### config.mk
export PLATFORM = sky130hd
export DESIGN_NAME = uart_tx
export DESIGN_NICKNAME = d
export VERILOG_FILES = /design/src/rtl/uart_tx.sv
export SDC_FILE = /design/constraint.sdc
export NUM_CORES = 1
export LEC_CHECK = 0
export ABC_CLOCK_PERIOD_IN_PS = 1700
export CORE_ASPECT_RATIO = 0.7
export CORE_MARGIN = 2
export CORE_UTILIZATION = 48
export CTS_CLUSTER_DIAMETER = 40
export DETAILED_ROUTE_END_ITERATION = 6
export PLACE_DENSITY_LB_ADDON = 0.05
export RECOVER_POWER = 100
export SYNTH_ARGS = -nofsm -noshare
export SYNTH_HDL_FRONTEND = slang
export SYNTH_SLANG_ARGS = --single-unit
### constraint.sdc
create_clock -name clk -period 1.7 [get_ports clk]
set_input_delay 0.34 -clock clk [delete_from_list [all_inputs] [get_ports clk]]
set_output_delay 0.34 -clock clk [all_outputs]
set_load 0.01 [all_outputs]
### src/rtl/uart_tx.sv
// rtl/uart_tx.sv - UART transmitter: start bit, 8 data bits LSB first, optional even parity, stop bit.
// Optional parity bit enabled by defining UART_TX_PARITY_EN.
module uart_tx #(
  parameter int CLKS_PER_BIT = 16,
  parameter int DATA_BITS    = 8
) (
  input  logic                 clk,
  input  logic                 rst_n,
  input  logic [DATA_BITS-1:0] tx_data,
  input  logic                 tx_valid,
  output logic                 tx_ready,
  output logic                 tx,
  output logic                 busy,
  output logic                 done
);

  localparam int CW = $clog2(CLKS_PER_BIT);
  localparam int BW = $clog2(DATA_BITS);
  localparam logic [CW-1:0] BAUD_LAST = CW'(CLKS_PER_BIT - 1);
  localparam logic [BW-1:0] BIT_LAST  = BW'(DATA_BITS - 1);

  typedef enum logic [2:0] {
    S_IDLE,
    S_START,
    S_DATA,
`ifdef UART_TX_PARITY_EN
    S_PARITY,
`endif
    S_STOP
  } state_t;

  state_t                 state_q, state_d;
  logic [CW-1:0]          baud_q, baud_d;
  logic [BW-1:0]          bit_q, bit_d;
  logic [DATA_BITS-1:0]   shift_q, shift_d;
  logic                   tx_q, tx_d;
  logic                   busy_q, busy_d;
  logic                   done_q, done_d;
  logic                   bit_end;
`ifdef UART_TX_PARITY_EN
  logic                   parity_q, parity_d;
`endif

  always_ff @(posedge clk or negedge rst_n) begin
    if (!rst_n) begin
      state_q  <= S_IDLE;
      baud_q   <= '0;
      bit_q    <= '0;
      shift_q  <= '0;
      tx_q     <= 1'b1;
      busy_q   <= 1'b0;
      done_q   <= 1'b0;
`ifdef UART_TX_PARITY_EN
      parity_q <= 1'b0;
`endif
    end else begin
      state_q  <= state_d;
      baud_q   <= baud_d;
      bit_q    <= bit_d;
      shift_q  <= shift_d;
      tx_q     <= tx_d;
      busy_q   <= busy_d;
      done_q   <= done_d;
`ifdef UART_TX_PARITY_EN
      parity_q <= parity_d;
`endif
    end
  end

  assign bit_end = (baud_q == BAUD_LAST);

  // tx_d is the value the line takes after the next edge, so tx only moves at bit boundaries.
  always_comb begin
    state_d  = state_q;
    baud_d   = baud_q;
    bit_d    = bit_q;
    shift_d  = shift_q;
    tx_d     = tx_q;
    busy_d   = busy_q;
    done_d   = 1'b0;
`ifdef UART_TX_PARITY_EN
    parity_d = parity_q;
`endif
    if (state_q != S_IDLE) begin
      baud_d = bit_end ? '0 : baud_q + 1'b1;
    end
    case (state_q)
      S_IDLE: begin
        if (tx_valid) begin
          state_d  = S_START;
          shift_d  = tx_data;
          tx_d     = 1'b0;
          busy_d   = 1'b1;
          baud_d   = '0;
          bit_d    = '0;
`ifdef UART_TX_PARITY_EN
          parity_d = ^tx_data;
`endif
        end
      end
      S_START: begin
        if (bit_end) begin
          state_d = S_DATA;
          tx_d    = shift_q[0];
        end
      end
      S_DATA: begin
        if (bit_end) begin
          shift_d = shift_q >> 1;
          if (bit_q == BIT_LAST) begin
`ifdef UART_TX_PARITY_EN
            state_d = S_PARITY;
            tx_d    = parity_q;
`else
            state_d = S_STOP;
            tx_d    = 1'b1;
`endif
          end else begin
            bit_d = bit_q + 1'b1;
            tx_d  = shift_q[1];
          end
        end
      end
`ifdef UART_TX_PARITY_EN
      S_PARITY: begin
        if (bit_end) begin
          state_d = S_STOP;
          tx_d    = 1'b1;
        end
      end
`endif
      S_STOP: begin
        if (bit_end) begin
          state_d = S_IDLE;
          tx_d    = 1'b1;
          busy_d  = 1'b0;
          done_d  = 1'b1;
        end
      end
      default: begin
        state_d = S_IDLE;
        tx_d    = 1'b1;
        busy_d  = 1'b0;
      end
    endcase
  end

  assign tx_ready = (state_q == S_IDLE);
  assign tx       = tx_q;
  assign busy     = busy_q;
  assign done     = done_q;

endmodule

# Yosys cells after proc, flatten, opt, wreduce, memory -nomap -nowiden
# Cells that the tools add are included.
word_totals:
  ff_bits: 21
  input_bits: 11
  output_inout_bits: 4
  elab_cells: 58
op_classes:
  addsub: 2
  n_eq_ne: 11
  mux: 28
  bitwise_logic: 1
  n_reduce_logical: 9
ops:
  columns: ["cell", "n"]
  rows:
  - ["3-bit two-way mux", 8]
  - ["4-bit two-way mux", 4]
  - ["8-bit two-way mux", 2]
  - ["8-bit one-hot mux with 2 select lines", 1]
  - ["2-bit inequality test, second input constant", 6]
  - ["3-bit one-hot mux with 4 select lines", 1]
  - ["1-bit two-way mux", 9]
  - ["4-bit AND reduction", 2]
  - ["3-bit by 2-bit equality test with 1-bit output, second input constant", 2]
  - ["3-bit one-hot mux with 2 select lines", 1]
  - ["3-bit AND reduction", 2]
  - ["5-bit AND reduction", 1]
  - ["4-bit by 1-bit adder with 4-bit output, second input constant", 1]
  - ["4-bit equality test, second input constant", 1]
  - ["1-bit one-hot mux with 4 select lines", 1]
  - ["3-bit by 1-bit adder with 3-bit output, second input constant", 1]
  - ["3-bit by 1-bit equality test with 1-bit output, second input constant", 1]
  - ["3-bit equality test, second input constant", 1]
  - ["3-bit logical NOT", 1]
  - ["1-bit one-hot mux with 3 select lines", 1]
  - ["3-bit nonzero test", 1]
  - ["2-bit nonzero test", 1]
  - ["2-bit OR reduction", 1]
  - ["1-bit NOT", 1]

# Depth between registers and ports, before layout
# Gate-level depths: netlist of run 1.
depth:
  word_depth: 5
  mapped_depth: 7

# Worst setup path before layout of run 1
# OpenSTA, ideal clock, no wires.
synth_timing:
  path_kind: "register to register"
  from: "register state_q[0]"
  to: "register shift_q[0]"
  setup_ns: 0.125
  arrival_ns: 1.523
  required_ns: 1.575
  slack_ns: 0.052
  stages_incl_launch_ff: 6
  synth_period_minus_slack_ns: 1.648
  path_cell_list: "dfrtp_1 -> inv_1 -> ha_1 -> mux2i_1 -> a21oi_4 -> mux2_2"
synth_between:
  elab_chain_len: 3
  elab_cells_between_ends: 7
  cone_classes: "eq/ne (3); mux (1); reduce/logical (3)"
synth_rtl:
  columns: ["element", "line", "source"]
  rows:
  - ["start: declaration", "32", "state_t state_q, state_d;"]
  - ["start signal: assignment", "57", "state_q <= state_d;"]
  - ["3-bit logical NOT *", null, null]
  - ["net tx_ready", "11", "output logic tx_ready,"]
  - ["2-bit inequality test (no source line) or 2-bit nonzero test (tied branches)", null, null]
  - ["3-bit AND reduction (no source line)", null, null]
  - ["end signal: assignment", "60", "shift_q <= shift_d;"]
  - ["end: declaration", "35", "logic [DATA_BITS-1:0] shift_q, shift_d;"]
# Mark *: on every way through the listed nets, which the timed path passes. The rest lies on a longest branch.
# A chain may end at the register's enable or synchronous reset.

# Worst setup path in the final report of run 1
layout_timing:
  from: "register state_q[1]"
  to: "register shift_q[2]"
layout_between:
  elab_chain_len: 3
  elab_cells_between_ends: 7
  cone_classes: "eq/ne (3); mux (1); reduce/logical (3)"
layout_rtl:
  columns: ["element", "line", "source"]
  rows:
  - ["3-bit by 2-bit equality test with 1-bit output or 3-bit logical NOT (tied branches)", "87", "case (state_q)"]
  - ["2-bit inequality test (no source line) or 2-bit nonzero test (tied branches)", null, null]
  - ["3-bit AND reduction (no source line)", null, null]
# Several ways; a longest one is shown, not always the timed one.

==> results.md, run 1 <==
- Status: complete, no violations
- Clock share of power: 20.1%
- Setup TNS Final: 0 ns
- Worst Path Arrival: 1.84 ns
- Total power: 1967 uW
- Final Instance Count excl. Fillers: 162
- GRT overflow: 0
- Cts bufs inserted: 3
- Starting Density: 52.31%
- #FFs+latches synth: 20
- Setup violators final: 0
- DRT Wirelength: 2309 um
- DR DRC count: 0
- Worst-path maximum fanout: 7
- Routed vias: 846
- Routed wl met3: 62 um
- Clk_lat worst skew: 0.32 ns
- Syn Nets: 122
- Post-detail-place hpwl: 1748 um
- Metal-1 WL: 1167 um
- Worst hold path class: input port to async pin
- Period utilisation layout: 96.70%
- Rel. slew slack: 49.04%
- Antenna-violating nets left: 0
- Peak VDD IR: 0.0008407 V
- Place WS: -0.08107 ns
- Row Count: 14
- Placed insts: 157
- Final WS setup: 0.05613 ns
- Share of layout cells above drive strength 1: 31.54%
- Worst reg-to-reg path cell count: 5
- Met2 wire len: 1049 um
- Final Critical Period: 1.644 ns
- Register Area: 501.7 um^2
- CP required: 1.90 ns
- Commonest non-fill, non-tap cell in the layout: dfrtp_1
- Routability Congestion: 0.8402
- Port bufs: 14
- Clock slew at reported path FFs: 0.12 ns
- Int Power: 1317 uW
- Static leakage: 0.0006577 uW
- Yosys warnings: 0
- Root buffer cell: clkbuf_4
- Avg Cell Area, Syn: 11.30 um^2
- Core Region: 2225 um^2
- Final hold vios: 0
- Most frequent cells in the layout: 19 x dfrtp_1, 13 x mux2_2, 11 x clkdlybuf4s50_1, 11 x buf_4, 7 x o21ai_0
- Area grow syn2layout: 26.88%
- Clock buffer depth: 2
- Synth Cell Area: 1164 um^2
- Max-cap violations: 0
- Total track usage: 18.66%
- Highest metal used: met4
- Clock skew: 0.01473 ns
- DIE HEIGHT: 45.20 um
- Final net count: 150
- Switch Pwr: 649.9 uW
- Pin count of the biggest net entering global routing: 14
- DR pass1 iterations: 4
- Worst-Margin Slew: 0.7644 ns
- # diodes: 0
- Clock H-tree levels: 1
- Critical path type: flip-flop to flip-flop
- Die X: 62.85 um
- Switching Fraction: 33.04%
- Share of the yosys chip area belonging to registers: 43.12%
- Wire length per cell: 14.25 um
- Max Transition Viols Final: 0
- Power density cells: 1332 nW/um^2
- Cells after Synth: 103
- Initial antenna violation count: 0
- # fillers: 165
- Iteration-0 DRC count of the detailed router: 38
- Startpoint types: flip-flop
- Combinational power share: 46.6%
- Io pins: 15
- Clock sink count: 20
- First-pass GRT wire length: 3974 um
- CTS tree: yes
- Fmax: 608.3 MHz
- Distinct cells, synth: 36
- Die Area: 2841 um^2
- Sequential power share: 33.3%
- Vias in the first global route: 827
- Endpoint kind of the worst setup timing path: flip-flop
- Multi-input combinational cell area: 635.6 um^2
- Vias/cell: 5.222
- Unrepaired setup endpoints after global routing: yes
- Hold-fix buffers, CTS: 0
==> worst max-delay path, cell delays in order, from the launching register on <==
cell and delay (ns):
dfrtp_1 0.43, inv_1 0.08, ha_2 0.21, mux2i_2 0.18, a21oi_4 0.27, mux2_2 0.37
==> per-layer routing <==
| metal | GRT usage [%] | vias up |
|---|---|---|
| met3 | 4.489 | 5 |
| met5 | 0 | - |
| met4 | 6.667 | 0 |
| met2 | 29.89 | 10 |
| li1 | - | 429 |
| met1 | 25.32 | 402 |
==> through the flow <==
step / instance area [um^2] / hold WS [ns] / util, %
6_report: 1476 / 0.3406 / 66.37
5_1_grt: 1476 / 0.3777 / 66.37
4_1_cts: 1456 / 0.2778 / 65.47
3_5_place_dp: 1400 / 0.4890 / 62.94
3_3_place_gp: 1400 / 0.4838 / 62.94
2_1_floorplan: 1164 / 0.04441 / -
==> synthesized netlist by cell type <==
cell type / n / area (um^2)
dfrtp_1: 19 / 475.5
mux2_2: 14 / 157.7
ha_1: 8 / 100.1
o21ai_0: 7 / 35.03
nand3_1: 6 / 30.03
inv_1: 4 / 15.01
nand2_1: 4 / 15.01
a21oi_1: 3 / 15.01
nand2b_1: 3 / 18.77
o211ai_1: 3 / 22.52
and2_1: 2 / 12.51
buf_6: 2 / 22.52
mux2_1: 2 / 22.52
mux2i_1: 2 / 20.02
nor2_1: 2 / 7.510
nor2b_1: 2 / 12.51
a211o_1: 1 / 8.760
a21o_1: 1 / 7.510
a21oi_4: 1 / 16.27
a22o_1: 1 / 8.760
a2bb2oi_1: 1 / 8.760
a31oi_1: 1 / 6.260
and3_1: 1 / 6.260
buf_4: 1 / 7.510
clkbuf_1: 1 / 3.750
dfstp_2: 1 / 26.28
nand3_2: 1 / 10.01
nor3_1: 1 / 5.000
nor3_2: 1 / 10.01
o21ai_1: 1 / 5.000
o21bai_1: 1 / 7.510
o221ai_2: 1 / 15.01
o2bb2ai_1: 1 / 8.760
o31ai_1: 1 / 7.510
or2_2: 1 / 6.260
or3_1: 1 / 6.260
==> power by group through the flow <==
| stage | registers, uW | clock network (uW) | logic, uW |
|---|---|---|---|
| after floorplan | 663 | 0 | 612 |
| after global placement | 656 | 0 | 854 |
| after detailed placement | 661 | 0 | 877 |
| after CTS | 652 | 404 | 885 |
| after global routing | 668 | 415 | 1020 |
| final | 655 | 396 | 916 |
==> sequential cells by signal, summed over array words and instances (netlist names) <==
| register | cells |
|---|---|
| state_q | 2 |
| bit_q | 3 |
| tx | 1 |
| done | 1 |
| shift_q | 8 |
| baud_q | 4 |
| busy | 1 |
==> cells by family (layout without fill, tap and decap cells) <==
group                      Yosys count  count (layout)  share of synthesized area, %
muxes                               18              18                         17.20
AOI/OAI and AO/OA                   24              24                         14.84
buffers and inverters                8              35                         4.193
and+or+nand+nor                     25              25                         12.04
DFF                                 20              20                         43.12
adders and majority gates            8               8                         8.602
==> path summary, 6_finish.rpt <==
path	start	end	slack [ns]
max in group asynchronous	rst_n	done$_DFF_PN0_	0.36
min in group clk	shift_q[2]$_DFFE_PN0P_	shift_q[2]$_DFFE_PN0P_	0.52
setup / recovery	state_q[1]$_DFFE_PN0P_	shift_q[2]$_DFFE_PN0P_	0.06
hold / removal	rst_n	shift_q[3]$_DFFE_PN0P_	0.34
hold reg to reg	shift_q[2]$_DFFE_PN0P_	shift_q[2]$_DFFE_PN0P_	0.52
setup reg to reg	state_q[1]$_DFFE_PN0P_	shift_q[2]$_DFFE_PN0P_	0.06
==> cell type report <==
cell class | count | share of cell area, %
clock buffers | 3 | 1.525
inverters | 4 | 1.017
flip-flops and latches | 20 | 33.98
clock inverters | 1 | 2.034
repair buffers | 27 | 15.68
multi-input cells | 75 | 43.05
well taps | 32 | 2.712
==> what timing repair did <==
action,4_1_cts,5_1_grt
gates resized for setup,4,7
buffers inserted,0,1
cloned,0,0
pin swaps,0,2
endpoints found under the setup margin,3,13
Note: power is estimated with default switching activity, not from simulation.
==> run 2: changes to the inputs <==
- CAP_MARGIN: unset -> 0
- SKIP_CTS_REPAIR_TIMING: unset -> 1
==> run 2 against run 1 <==
  * Clock power hardly changed
  * Cell count stayed put
  * Non-clock buffer count stayed put
  * Register-to-register slack hardly changed
  * Cell area is 1.0% higher
  * Fmax is 0.78% higher
  * Global-route usage stayed put
  * Power is 1.2% higher
  * Worst hold slack better by 0.0020 ns
  * Setup slack better by 0.013 ns
  * Via count is 0.12% lower
  * Largest power group unchanged
==> results.md, run 2 (synthesis results as in run 1) <==
- Worst Path Arrival: 1.83 ns (about the same)
- # fillers: 162 (-1.8%)
- Die X: 62.85 um (unchanged)
- Starting Density: 52.31% (unchanged)
- GRT overflow: 0 (unchanged)
- Place WS: -0.08107 ns (unchanged)
- Peak VDD IR: 0.0008140 V (-3.2%)
- Row Count: 14 (unchanged)
- Placed insts: 157 (unchanged)
- Final Instance Count excl. Fillers: 162 (unchanged)
- Clk_lat worst skew: 0.32 ns (about the same)
- Max reg flops: 8 (unchanged)
- Worst reg-to-reg path cell count: 5 (unchanged)
- Cts bufs inserted: 3 (unchanged)
- Period utilisation layout: 95.95% (-0.75 points)
- Worst-Margin Slew: 0.7584 ns (-0.005961 ns)
- CP max stage delay: 0.43 ns (about the same)
- Post-detail-place hpwl: 1748 um (unchanged)
- Routed vias: 845 (-0.12%)
- Iteration-0 DRC count of the detailed router: 56 (+47%)
- Most frequent cells in the layout: 19 x dfrtp_1, 14 x mux2_2, 11 x clkdlybuf4s50_1
- DR DRC count: 0 (unchanged)
- Commonest non-fill, non-tap cell in the layout: dfrtp_1
- Worst hold path class: input port to async pin
- DRT Wirelength: 2305 um (-0.17%)
- Leading registers by flop count: shift_q (8), baud_q (4), bit_q (3)
- Hold WS: 0.3425 ns (+0.001990 ns)
- CP max stage cell: dfrtp_1
- Max-cap violations: 0 (unchanged)
- Crit. Startpoint: state_q[1]$_DFFE_PN0P_
- Root buffer cell: clkbuf_4
- Static leakage: 0.0006656 uW (+1.2%)
- Power density cells: 1335 nW/um^2 (+0.22%)
- Clock buffer depth: 2 (unchanged)
- Total power: 1991 uW (+1.2%)
- Clock slew at reported path FFs: 0.12 ns (about the same)
- Worst-path maximum fanout: 7 (unchanged)
- Port bufs: 14 (unchanged)
- Critical path type: flip-flop to flip-flop
- Final net count: 150 (unchanged)
- Status: complete, no violations
- Share of layout cells above drive strength 1: 30.77% (-0.77 points)
- Setup violators final: 0 (unchanged)
- Antenna-violating nets left: 0 (unchanged)
- DIE HEIGHT: 45.20 um (unchanged)
- Reg-to-reg critical path startpoint: state_q[1]$_DFFE_PN0P_
- CTS tree: yes
- Endpoint kind of the worst setup timing path: flip-flop
- Clock H-tree levels: 1 (unchanged)
- Routability Congestion: 0.8402 (unchanged)
- Vias in the first global route: 827 (unchanged)
- Vias/cell: 5.216 (-0.12%)
- Initial antenna violation count: 0 (unchanged)
- Final hold vios: 0 (unchanged)
- Reg with most FFs: shift_q
- DR pass1 iterations: 4 (unchanged)
- Clock sink count: 20 (unchanged)
- Rel. slew slack: 49.44% (+0.40 points)
- First-pass GRT wire length: 3974 um (unchanged)
- Pin count of the biggest net entering global routing: 14 (unchanged)
- Register Area: 501.7 um^2 (unchanged)
- Die Area: 2841 um^2 (unchanged)
- Core Util, Final: 67.04% (+0.67 points)
- Max Transition Viols Final: 0 (unchanged)
- Startpoint types: flip-flop
- # diodes: 0 (unchanged)
- Multi-input combinational cell area: 638.1 um^2 (+0.39%)
- CP Cell Sequence: inv_1 -> ha_2 -> mux2i_2 -> a21oi_4 -> mux2_2
- Area grow syn2layout: 28.17%
- Final Critical Period: 1.631 ns (-0.01278 ns)
- Total track usage: 18.66% (unchanged)
- Wire length per cell: 14.23 um (-0.17%)
- Io pins: 15 (unchanged)
- Clock skew: 0.01368 ns (-0.001051 ns)
- Fmax: 613.1 MHz (+0.78%)
- Core Region: 2225 um^2 (unchanged)
- CP required: 1.90 ns (about the same)
- Unrepaired setup endpoints after global routing: yes
- Final WS setup: 0.06891 ns (+0.01278 ns)
[run 2: cell count changes in the layout (fill, tap and decap cells not counted), sizes merged]
cell / delta
dlymetal6s2s: +1
clkdlybuf4s25: +1
dlygate4sd2: -1
clkbuf: -1
[run 2: report_power, final]
part / leakage (uW) / total [uW] / internal, uW / switching, uW
logic: 0.000387 / 942 / 508 / 435
registers: 0.000250 / 655 / 589 / 65.2
clock network: 0.0000279 / 395 / 239 / 156
[run 2: layer usage]
metal  global-route usage, %  vias to the layer above  part of all wire [%]  routed length, um
met3                   4.489                        5                   3.0                 70
met1                   25.32                      397                    50               1152
li1                        -                      433                     -                  -
met4                   6.667                        0                   1.3                 30
met2                   29.89                       10                    46               1052
met5                       0                        -                     0                  0
[run 2: cell type report]
type	count	area share [%]
Clock inverter	1	2.013
Inverter	4	1.007
Multi-Input combinational cell	75	42.79
Tap cell	32	2.685
Timing Repair Buffer	27	16.36
Clock buffer	3	1.510
Sequential cell	20	33.64
[run 2: worst max-delay path: cells and delay by family, from the launching register on]
family                   cells  cell delay, ns
AO/OA/AOI/OAI                1            0.26
buffers and inverters        1            0.08
adder cells (fa/ha/maj)      1            0.21
flip-flops                   1            0.43
multiplexers                 2            0.55
[run 2: worst paths after layout]
path	endpoint	slack [ns]
setup / recovery	shift_q[2]$_DFFE_PN0P_	0.07
hold / removal	shift_q[3]$_DFFE_PN0P_	0.34
setup reg to reg	shift_q[2]$_DFFE_PN0P_	0.07
hold reg to reg	shift_q[2]$_DFFE_PN0P_	0.52
max in group asynchronous	busy$_DFFE_PN0P_	0.36
min in group clk	shift_q[2]$_DFFE_PN0P_	0.52
[run 2: per-stage QoR]
stage	TNS, ns	instance area, um^2
after floorplan	0	1164
after global placement	-0.3223	1400
after detailed placement	-0.6389	1400
after CTS	-0.3115	1453
after global routing	-0.03311	1491
final	0	1491
==> run 3: changes to the inputs <==
- CELL_PAD_IN_SITES_DETAIL_PLACEMENT: unset -> 0
- CELL_PAD_IN_SITES_GLOBAL_PLACEMENT: unset -> 2
- CORE_UTILIZATION: 48 -> 32
==> run 3 against run 2 <==
  * Global-route usage down 5.4 points
  * Critical endpoint is now shift_q[4]$_DFFE_PN0P_
  * Fmax increased by 0.15%
  * Cell area up 3.4%
  * Non-clock buffer count increased by 2
  * Die area is 46% higher
  * Power rose by 5.3%
  * Setup slack improved by 0.0024 ns
  * Cell count increased by 12%
  * Flip-flop and latch count unchanged
  * Largest power group unchanged
  * First-iteration DRC count is 11% lower
  * Via count down 0.95%
==> results.md, run 3 (synthesis results as in run 1) <==
- Met3 Usage GRT: 3.465% (-1.0 points)
- Antenna-violating nets left: 0 (unchanged)
- Core Util, Final: 43.91% (-23 points)
- CTS tree: yes
- Clock H-tree levels: 1 (unchanged)
- Clock slew at reported path FFs: 0.08 ns (-0.04 ns)
- Root buffer cell: clkbuf_8
- GRT overflow: 0 (unchanged)
- Post-route cell area: 1543 um^2 (+3.4%)
- Critical path type: flip-flop to flip-flop
- Fmax: 614.0 MHz (+0.15%)
- Sequential power share: 31.3% (-1.6 points)
- Switching Fraction: 31.66% (-1.3 points)
- Worst reg-to-reg path cell count: 5 (unchanged)
- Die X: 76.08 um (+21%)
- First-pass GRT wire length: 4112 um (+3.5%)
- Reg with most FFs: shift_q
- Routed vias: 837 (-0.95%)
- Clock share of power: 23.1% (+3.3 points)
- Max reg flops: 8 (unchanged)
- Post-detail-place hpwl: 1876 um (+7.3%)
- Hold path depth: 1
- Int Power: 1433 uW (+7.3%)
- Status: complete, no violations
- Final Critical Period: 1.629 ns (-0.002420 ns)
- Final hold vios: 0 (unchanged)
- DRT Wirelength: 2444 um (+6.0%)
- DR pass1 iterations: 4 (unchanged)
- Final Instance Count excl. Fillers: 182 (+12%)
- Worst-path maximum fanout: 7 (unchanged)
- Row Count: 18 (+4)
- Share of layout cells above drive strength 1: 31.82% (+1.0 points)
- Pin count of the biggest net entering global routing: 21 (+7)
- Core Region: 3513 um^2 (+58%)
- Peak VDD IR: 0.0006522 V (-20%)
- Final net count: 152 (+1.3%)
- Clock skew: 0.003512 ns (-0.01017 ns)
- CP required: 1.85 ns (-0.05 ns)
- Rel. slew slack: 23.02% (-26 points)
- Die Area: 4142 um^2 (+46%)
- Iteration-0 DRC count of the detailed router: 50 (-11%)
- Clk_lat worst skew: 0.26 ns (-0.06 ns)
- Vias/cell: 4.599 (-12%)
- Period utilisation layout: 95.80% (-0.14 points)
- Leading registers by flop count: shift_q (8), baud_q (4), bit_q (3)
- DIE HEIGHT: 54.45 um (+20%)
- Total track usage: 13.24% (-5.4 points)
- Worst-Margin Slew: 1.155 ns (+0.3962 ns)
- Max-cap violations: 0 (unchanged)
- Power density cells: 1359 nW/um^2 (+1.8%)
- Met2 usage: 21.43% (-8.5 points)
- Final WS setup: 0.07133 ns (+0.002420 ns)
- Port bufs: 14 (unchanged)
- Hold path start: shift_q[3]$_DFFE_PN0P_
- GR peak layer: met2
- Placed insts: 177 (+13%)
- Initial antenna violation count: 0 (unchanged)
- Static leakage: 0.0006837 uW (+2.7%)
- Cts bufs inserted: 3 (unchanged)
- Max Transition Viols Final: 0 (unchanged)
- Vias in the first global route: 838 (+1.3%)
- Endpoint kind of the worst setup timing path: flip-flop
- Clock buffer depth: 2 (unchanged)
- Clock sink count: 20 (unchanged)
- Area grow syn2layout: 32.58%
- Routability Congestion: 0.7308 (-13%)
- Worst Path Arrival: 1.78 ns (-0.05 ns)
- Most frequent cells in the layout: 19 x dfrtp_1, 14 x mux2_2, 12 x buf_4
- Critical R2R Capture: shift_q[4]$_DFFE_PN0P_
- Setup violators final: 0 (unchanged)
- Wire length per cell: 13.43 um (-5.6%)
- GR Util met1: 18.27% (-7.0 points)
- DR DRC count: 0 (unchanged)
- Placement Cell Area: 1438 um^2 (+2.7%)
- Reg-to-reg critical path startpoint: state_q[1]$_DFFE_PN0P_
- Commonest non-fill, non-tap cell in the layout: dfrtp_1
- Reg-to-reg slack, setup: 0.07 ns (about the same)
- Io pins: 15 (unchanged)
- WHS Endpoint: shift_q[3]$_DFFE_PN0P_
- Place WS: -0.1176 ns (-0.03655 ns)
- Worst hold path class: flip-flop to flip-flop
- Starting Density: 33.12% (-19 points)
- Combinational power share: 45.6% (-1.7 points)
- Startpoint types: flip-flop
- Switch Pwr: 663.8 uW (+1.2%)
- # diodes: 0 (unchanged)
-- run 3: stage by stage --
| stage | total power, uW | TNS, ns | hold slack (ns) |
|---|---|---|---|
| final | 2096 | 0 | 0.5108 |
| after global routing | 2255 | -0.04173 | 0.5277 |
| after CTS | 2066 | -1.228 | 0.4168 |
| after detailed placement | 1574 | -1.066 | 0.4961 |
| after global placement | 1559 | -0.6620 | 0.4837 |
| after floorplan | 1274 | 0 | 0.04441 |
-- run 3: how the worst max path moves through the flow --
stage	from	end	cells after the start
after detailed placement	tx_valid	shift_q[3]$_DFFE_PN0P_	4
after CTS	state_q[1]$_DFFE_PN0P_	tx_ready	3
after floorplan	state_q[0]$_DFFE_PN0P_	shift_q[0]$_DFFE_PN0P_	5
after global routing	state_q[1]$_DFFE_PN0P_	baud_q[2]$_DFF_PN0_	7
final	state_q[1]$_DFFE_PN0P_	shift_q[4]$_DFFE_PN0P_	5
after global placement	tx_valid	shift_q[2]$_DFFE_PN0P_	4
-- run 3: layout make-up --
cell class                      instances  area (um^2)
Multi-Input combinational cell         75        644.4
Clock buffer                            3        41.29
Inverter                                4        15.01
Clock inverter                          1        30.03
Timing Repair Buffer                   29        247.7
Sequential cell                        20        501.7
Tap cell                               50        62.56
Fill cell                             353         1971
-- run 3: power groups by stage --
stage / registers [uW] / clock network, uW / logic, uW
finish: 656 / 484 / 957
floorplan: 663 / 0 / 612
CTS: 652 / 500 / 914
detailed placement: 661 / 0 / 913
global placement: 660 / 0 / 899
global route: 670 / 520 / 1070
-- run 3: metal layers --
metal  vias up  part of all wire (%)
met5         -                     0
met2         6                    44
met1       399                    53
met3         0                   2.7
met4         0                     0
li1        432                     -
-- run 3: worst max-delay path: stages (launching register included) --
cell	delay, ns
dfrtp_1	0.42
inv_1	0.11
ha_4	0.19
mux2i_2	0.17
a21oi_4	0.25
mux2_2	0.37
